`config.mk`:
```
export PLATFORM = sky130hd
export DESIGN_NAME = acq_sequencer
export DESIGN_NICKNAME = d
export VERILOG_FILES = /design/src/rtl/acq_sequencer.sv
export SDC_FILE = /design/constraint.sdc
export NUM_CORES = 1
export LEC_CHECK = 0
export ABC_CLOCK_PERIOD_IN_PS = 8300
export BUFFER_PORTS_ARGS = -buffer_cell sky130_fd_sc_hd__buf_2
export CAP_MARGIN = 10
export CELL_PAD_IN_SITES_DETAIL_PLACEMENT = 2
export CELL_PAD_IN_SITES_GLOBAL_PLACEMENT = 2
export CORE_ASPECT_RATIO = 1.4
export CORE_MARGIN = 3
export CORE_UTILIZATION = 25
export CTS_BUF_LIST = sky130_fd_sc_hd__clkbuf_16
export DETAILED_ROUTE_END_ITERATION = 8
export MAX_ROUTING_LAYER = met4
export PLACE_DENSITY = 0.8
export SETUP_SLACK_MARGIN = 0.02
export SYNTH_ARGS = -nofsm -noshare
export SYNTH_HDL_FRONTEND = slang
export SYNTH_SLANG_ARGS = --single-unit
export TNS_END_PERCENT = 20
```
`constraint.sdc`:
```
create_clock -name clk -period 8.3 [get_ports clk]
set_input_delay 1.245 -clock clk [delete_from_list [all_inputs] [get_ports clk]]
set_output_delay 1.245 -clock clk [all_outputs]
set_load 0.01 [all_outputs]
```
`src/rtl/acq_sequencer.sv`:
```
// Acquisition run sequencer: arms the trigger FSM, counts its sample strobes into records and
// forwards them as addressed capture-buffer writes. Optional idle timeout under ACQ_TIMEOUT_EN.
module acq_sequencer #(
  parameter int unsigned ADDR_W = 16,
  parameter int unsigned TMO_W  = 32
) (
  input  logic              clk,
  input  logic              rst,
  input  logic              start,
  input  logic              abort,
  input  logic [23:0]       cfg_samples,
  input  logic [23:0]       cfg_reps,
  input  logic [TMO_W-1:0]  cfg_timeout,
  input  logic [1:0]        fsm_state,
  input  logic              fsm_we,
  input  logic [13:0]       fsm_data,
  output logic              sniff_trig,
  output logic [23:0]       max_sample_cnt,
  output logic [23:0]       max_repetition_cnt,
  output logic              buf_we,
  output logic [ADDR_W-1:0] buf_addr,
  output logic [13:0]       buf_data,
  output logic              busy,
  output logic              done,
  output logic              overflow,
  output logic              timeout,
  output logic [23:0]       rec_cnt
);

  typedef enum logic [1:0] {StIdle, StArm, StRun, StFinish} state_e;

  localparam logic [ADDR_W-1:0] PtrOne = {{(ADDR_W-1){1'b0}}, 1'b1};

  state_e            state_q;
  logic              start_q;
  logic [23:0]       smp_cnt_q;
  logic [ADDR_W-1:0] wr_ptr_q;
  logic              start_edge;
  logic              rec_last;

  assign start_edge = start & ~start_q;
  assign rec_last   = (rec_cnt + 24'd1) == max_repetition_cnt;

`ifdef ACQ_TIMEOUT_EN
  localparam logic [TMO_W-1:0] TmoOne = {{(TMO_W-1){1'b0}}, 1'b1};

  logic [TMO_W-1:0] tmo_cnt_q;
  logic [TMO_W-1:0] tmo_lim_q;
  logic             tmo_fire;

  // Fires on the cycle the idle count would reach the limit, so IDLE lands exactly
  // cfg_timeout cycles after RUN entry.
  assign tmo_fire = (state_q == StRun) && !fsm_we && (tmo_lim_q != '0) &&
                    ((tmo_cnt_q + TmoOne) == tmo_lim_q);
`else
  logic unused_cfg_timeout;
  assign unused_cfg_timeout = ^cfg_timeout;
  assign timeout = 1'b0;
`endif

  always_ff @(posedge clk) begin
    if (rst) begin
      state_q            <= StIdle;
      start_q            <= 1'b0;
      smp_cnt_q          <= '0;
      wr_ptr_q           <= '0;
      sniff_trig         <= 1'b0;
      max_sample_cnt     <= '0;
      max_repetition_cnt <= '0;
      buf_we             <= 1'b0;
      buf_addr           <= '0;
      buf_data           <= '0;
      busy               <= 1'b0;
      done               <= 1'b0;
      overflow           <= 1'b0;
      rec_cnt            <= '0;
`ifdef ACQ_TIMEOUT_EN
      timeout            <= 1'b0;
      tmo_cnt_q          <= '0;
      tmo_lim_q          <= '0;
`endif
    end else begin
      start_q    <= start;
      sniff_trig <= 1'b0;
      buf_we     <= 1'b0;
      if (abort) begin
        state_q <= StIdle;
        busy    <= 1'b0;
        done    <= 1'b0;
      end else begin
        case (state_q)
          StIdle: begin
            if (start_edge) begin
              max_sample_cnt     <= cfg_samples;
              max_repetition_cnt <= cfg_reps;
              wr_ptr_q           <= '0;
              smp_cnt_q          <= '0;
              rec_cnt            <= '0;
              overflow           <= 1'b0;
`ifdef ACQ_TIMEOUT_EN
              timeout            <= 1'b0;
              tmo_lim_q          <= cfg_timeout;
`endif
              if (cfg_reps == 24'd0) begin
                done <= 1'b1;
              end else begin
                done    <= 1'b0;
                busy    <= 1'b1;
                state_q <= StArm;
              end
            end
          end
          StArm: begin
            if (fsm_state == 2'd0) begin
              sniff_trig <= 1'b1;
              state_q    <= StRun;
`ifdef ACQ_TIMEOUT_EN
              tmo_cnt_q  <= '0;
`endif
            end
          end
          StRun: begin
            if (fsm_we) begin
              // Past the last address writes are dropped but counting carries on.
              if (!overflow) begin
                buf_we   <= 1'b1;
                buf_addr <= wr_ptr_q;
                buf_data <= fsm_data;
                if (wr_ptr_q == '1) overflow <= 1'b1;
                else                wr_ptr_q <= wr_ptr_q + PtrOne;
              end
              if (smp_cnt_q == max_sample_cnt) begin
                smp_cnt_q <= '0;
                rec_cnt   <= rec_cnt + 24'd1;
                if (rec_last) state_q <= StFinish;
              end else begin
                smp_cnt_q <= smp_cnt_q + 24'd1;
              end
            end
`ifdef ACQ_TIMEOUT_EN
            tmo_cnt_q <= fsm_we ? '0 : tmo_cnt_q + TmoOne;
            if (tmo_fire) begin
              timeout <= 1'b1;
              state_q <= StIdle;
              busy    <= 1'b0;
              done    <= 1'b0;
            end
`endif
          end
          StFinish: begin
            if (fsm_state == 2'd0) begin
              state_q <= StIdle;
              busy    <= 1'b0;
              done    <= 1'b1;
            end
          end
          default: state_q <= StIdle;
        endcase
      end
    end
  end

endmodule

```
==> impl_metrics.yaml <==
detailed_routing:
  post_drt_wl_per_cell_um: 19.0
  wirelength_mm: 28.0
  avgViaCountPerCell: 5.06
  dr.pass1.iters: 4
  via_count: 7479
  drt-initial-drc-count: 210
  final_antenna_net_count: 0
  drc: 0
place:
  globalplace.congestion: 0.879
  dp_cells: 1446
  hpwl_mm: 20.3
  io_buffers: 175
global_route:
  grt_antenna_before_repair: 1
  gr-usage-all-layers: 0.183
  grt_pass1_vias: 8092
  grt_pass1_wl_mm: 44.3
  grt_max_degree: 51
  overflow: 0
synthesis:
  synthArstFlopShare: 0
  synth_edf_count: 0
  yosys-top-cells-area: "dfxtp_1, nand2_1, a21oi_1, xor2_1, o21ai_0"
  ys_types: 58
  synth_top_area_frac: 0.407
  syn_area_per_cell_um2: 7.79
  synthCells: 948
  synth_seq_cells: 150
  ys_seq_area_frac: 0.407
  ys.warnings.count: 0
  synth_largest_area_cell: "dfxtp_1"
  synth_area_um2: 7380
  synth_nets: 1056
  synth_ff_type: "dfxtp_1"
worst_hold_path:
  min_to: "buf_addr[7]"
  min_from: "buf_addr[7]"
  whs_path_depth: 2
  hp-class: "reg2reg"
clocking:
  cts_num_sinks: 150
  cts_hold_buf: 0
  cts.htree.levels: 4
  clockRootBuffer: "clkbuf_16"
  numCtsBuffers: 17
  cts_post_setup_buffers_inserted: 0
  tritoncts: "built"
  clkTransAtPathRegs_ns: 0.07
  cts_resized: 0
  clk_latency_ns: 0.46
  cts.path.max_buffers: 2
worst_setup_path:
  r2r_end: "state_q[1]"
  r2r_start: "rec_cnt[0]"
  critPathMaxFanout: 8
  cp-end-kind: "flip-flop"
  cp.required_ns: 8.62
  rrSetupSlack_ns: 4.52
  crit_type: "reg2reg"
  critPathLaunchType: "flip-flop"
  r2r_cells: 8
  cp.arrival_ns: 4.11
sta:
  tns_ns: 0
  fin_skew_ns: 0.00998
  finalCritPeriodShare: 0.456
  fmax_mhz: 264
  finalSetupViolCount: 0
  slew_viol_final: 0
  worst_pin_slew_ns: 1.19
  rsz0062_at_grt: "no"
  slew_headroom: 0.207
  layout_min_cycle_time_ns: 3.78
  hold_viol: 0
floorplan:
  ioPinCount: 209
  dieArea_um2: 31700
  start_util: 0.257
  num_rows: 73
  die_h_um: 209
  die_x_um: 151
  coreArea_um2: 28800
layout:
  layout-drive-gt1-share: 0.215
  finalNonFillerCells: 1479
  final_nets: 1198
  syn2layout_area_growth_pct: 24.4
power_and_ir_drop:
  leakage_nw: 3.73
  power_density_nw_per_um2: 185
  irDropWorstVdd_v: 0.000134
status:
  status: "completed"
job:
  maxCapViolCount: 0
## worst max-delay path, stage by stage (launching register included)
cell      delay [ns]
dfxtp_1         0.48
ha_1            0.38
nand4_2         0.25
nor4_1          0.98
and3_1          0.38
o211ai_1        0.15
nor4_1          0.36
a31oi_1         0.13
or4_1           0.53
## routing by layer
metal  vias to the layer above  global-route usage  part of all wire
met5                         -                   -                 0
li1                       3586                   -                 -
met3                        38              0.0343             0.041
met1                      3696               0.199              0.39
met2                       159               0.326              0.54
met4                         0              0.0704             0.026
## layout make-up
class                           count  area [µm²]
Inverter                           10        37.5
Multi-Input combinational cell    728        4120
Fill cell                        3410       19600
Clock buffer                       17         425
Clock inverter                     15         181
Tap cell                          375         469
Timing Repair Buffer              183         938
Sequential cell                   150        3000
Antenna cell                        1        2.50
## registers in the layout (all words and copies together) (netlist names)
register and cells:
max_repetition_cnt 24, smp_cnt_q 24, max_sample_cnt 24, buf_data 14, overflow 1, rec_cnt 24
sniff_trig 1, busy 1, buf_we 1, done 1, buf_addr 16, wr_ptr_q 16
state_q 2, start_q 1
## logic make-up (layout without fill, tap and decap cells)
logic type | after synthesis | count (layout) | synth area share
compound gates | 201 | 201 | 0.153
fa+ha+maj | 7 | 7 | 0.0119
flops | 150 | 150 | 0.407
mux | 3 | 3 | 0.00407
other cells | 1 | 2 | 0.000508
xor+xnor | 77 | 77 | 0.0913
simple gates | 439 | 439 | 0.294
buf+inv | 70 | 225 | 0.0380
## where the power goes
| part | switching (mW) | total [mW] | leakage [nW] | internal [mW] |
|---|---|---|---|---|
| sequential | 0.0155 | 0.748 | 1.21 | 0.733 |
| combinational | 0.0905 | 0.142 | 2.23 | 0.0520 |
| clock | 0.333 | 0.806 | 0.281 | 0.473 |
## Yosys cell counts, types with 3 or more instances
library cell  count
buf_2             5
o211ai_1          3
dfxtp_1         150
and3_1           16
nand4_1          20
buf_4             3
nand2_1         203
o41ai_1           4
nor3b_1           6
mux2i_1           3
xnor2_1          27
nor3_1           12
inv_1            10
clkbuf_1         52
or3_1             6
a21oi_1         108
xor2_1           50
nor2_1           62
ha_1              7
nand3_1          30
nor2b_1          10
nand4b_1          4
and4_1           10
or4_1             7
o31ai_1          10
o21ai_0          49
nand2b_1          6
or2_2             3
a31oi_1           5
nand3b_1          4
nor4_1           24
or3b_2            6
## layout by cell type (no fill, tap or decap), types with 4 or more instances in the layout
| master | instances |
|---|---|
| or4_1 | 7 |
| xnor2_1 | 27 |
| dfxtp_1 | 150 |
| o41ai_1 | 4 |
| nand3_1 | 30 |
| and4_1 | 10 |
| a21oi_1 | 107 |
| buf_2 | 174 |
| nand4_1 | 20 |
| nand3b_1 | 4 |
| inv_1 | 10 |
| nor2_1 | 61 |
| nand2_1 | 203 |
| ha_1 | 7 |
| buf_4 | 9 |
| a31oi_1 | 5 |
| nor2b_1 | 10 |
| o21ai_0 | 49 |
| nand2b_1 | 6 |
| nor3b_1 | 5 |
| nand4b_1 | 4 |
| o31ai_1 | 10 |
| xor2_1 | 50 |
| nor4_1 | 24 |
| clkbuf_16 | 17 |
| clkinv_4 | 4 |
| or3_1 | 6 |
| or3b_2 | 6 |
| nor3_1 | 12 |
| clkinvlp_4 | 5 |
| and3_1 | 16 |
## stage by stage
| stage | worst slack (ns) | hold WS, ns | util | cell area, µm² | power, mW |
|---|---|---|---|---|---|
| after detailed placement | 4.29 | 0.451 | 0.298 | 8570 | 0.909 |
| after global placement | 4.31 | 0.439 | 0.298 | 8570 | 0.905 |
| after CTS | 4.49 | 0.460 | 0.319 | 9180 | 1.73 |
| after floorplan | 4.99 | 0.452 | - | 7380 | 0.841 |
| after global routing | 4.20 | 0.481 | 0.319 | 9180 | 1.77 |
| final | 4.52 | 0.453 | 0.319 | 9180 | 1.70 |
## how the worst max path moves through the flow
| stage | startpoint | slack (ns) | cells past startpoint | endpoint |
|---|---|---|---|---|
| CTS | rec_cnt[0] | 4.49 | 8 | state_q[1] |
| global placement | start | 4.31 | 9 | smp_cnt_q[9] |
| detailed placement | start | 4.29 | 9 | smp_cnt_q[9] |
| global route | rec_cnt[0] | 4.20 | 8 | state_q[1] |
| floorplan | start | 4.99 | 8 | smp_cnt_q[12] |
| finish | rec_cnt[0] | 4.52 | 8 | state_q[1] |
(Power assumes the default switching activity.)
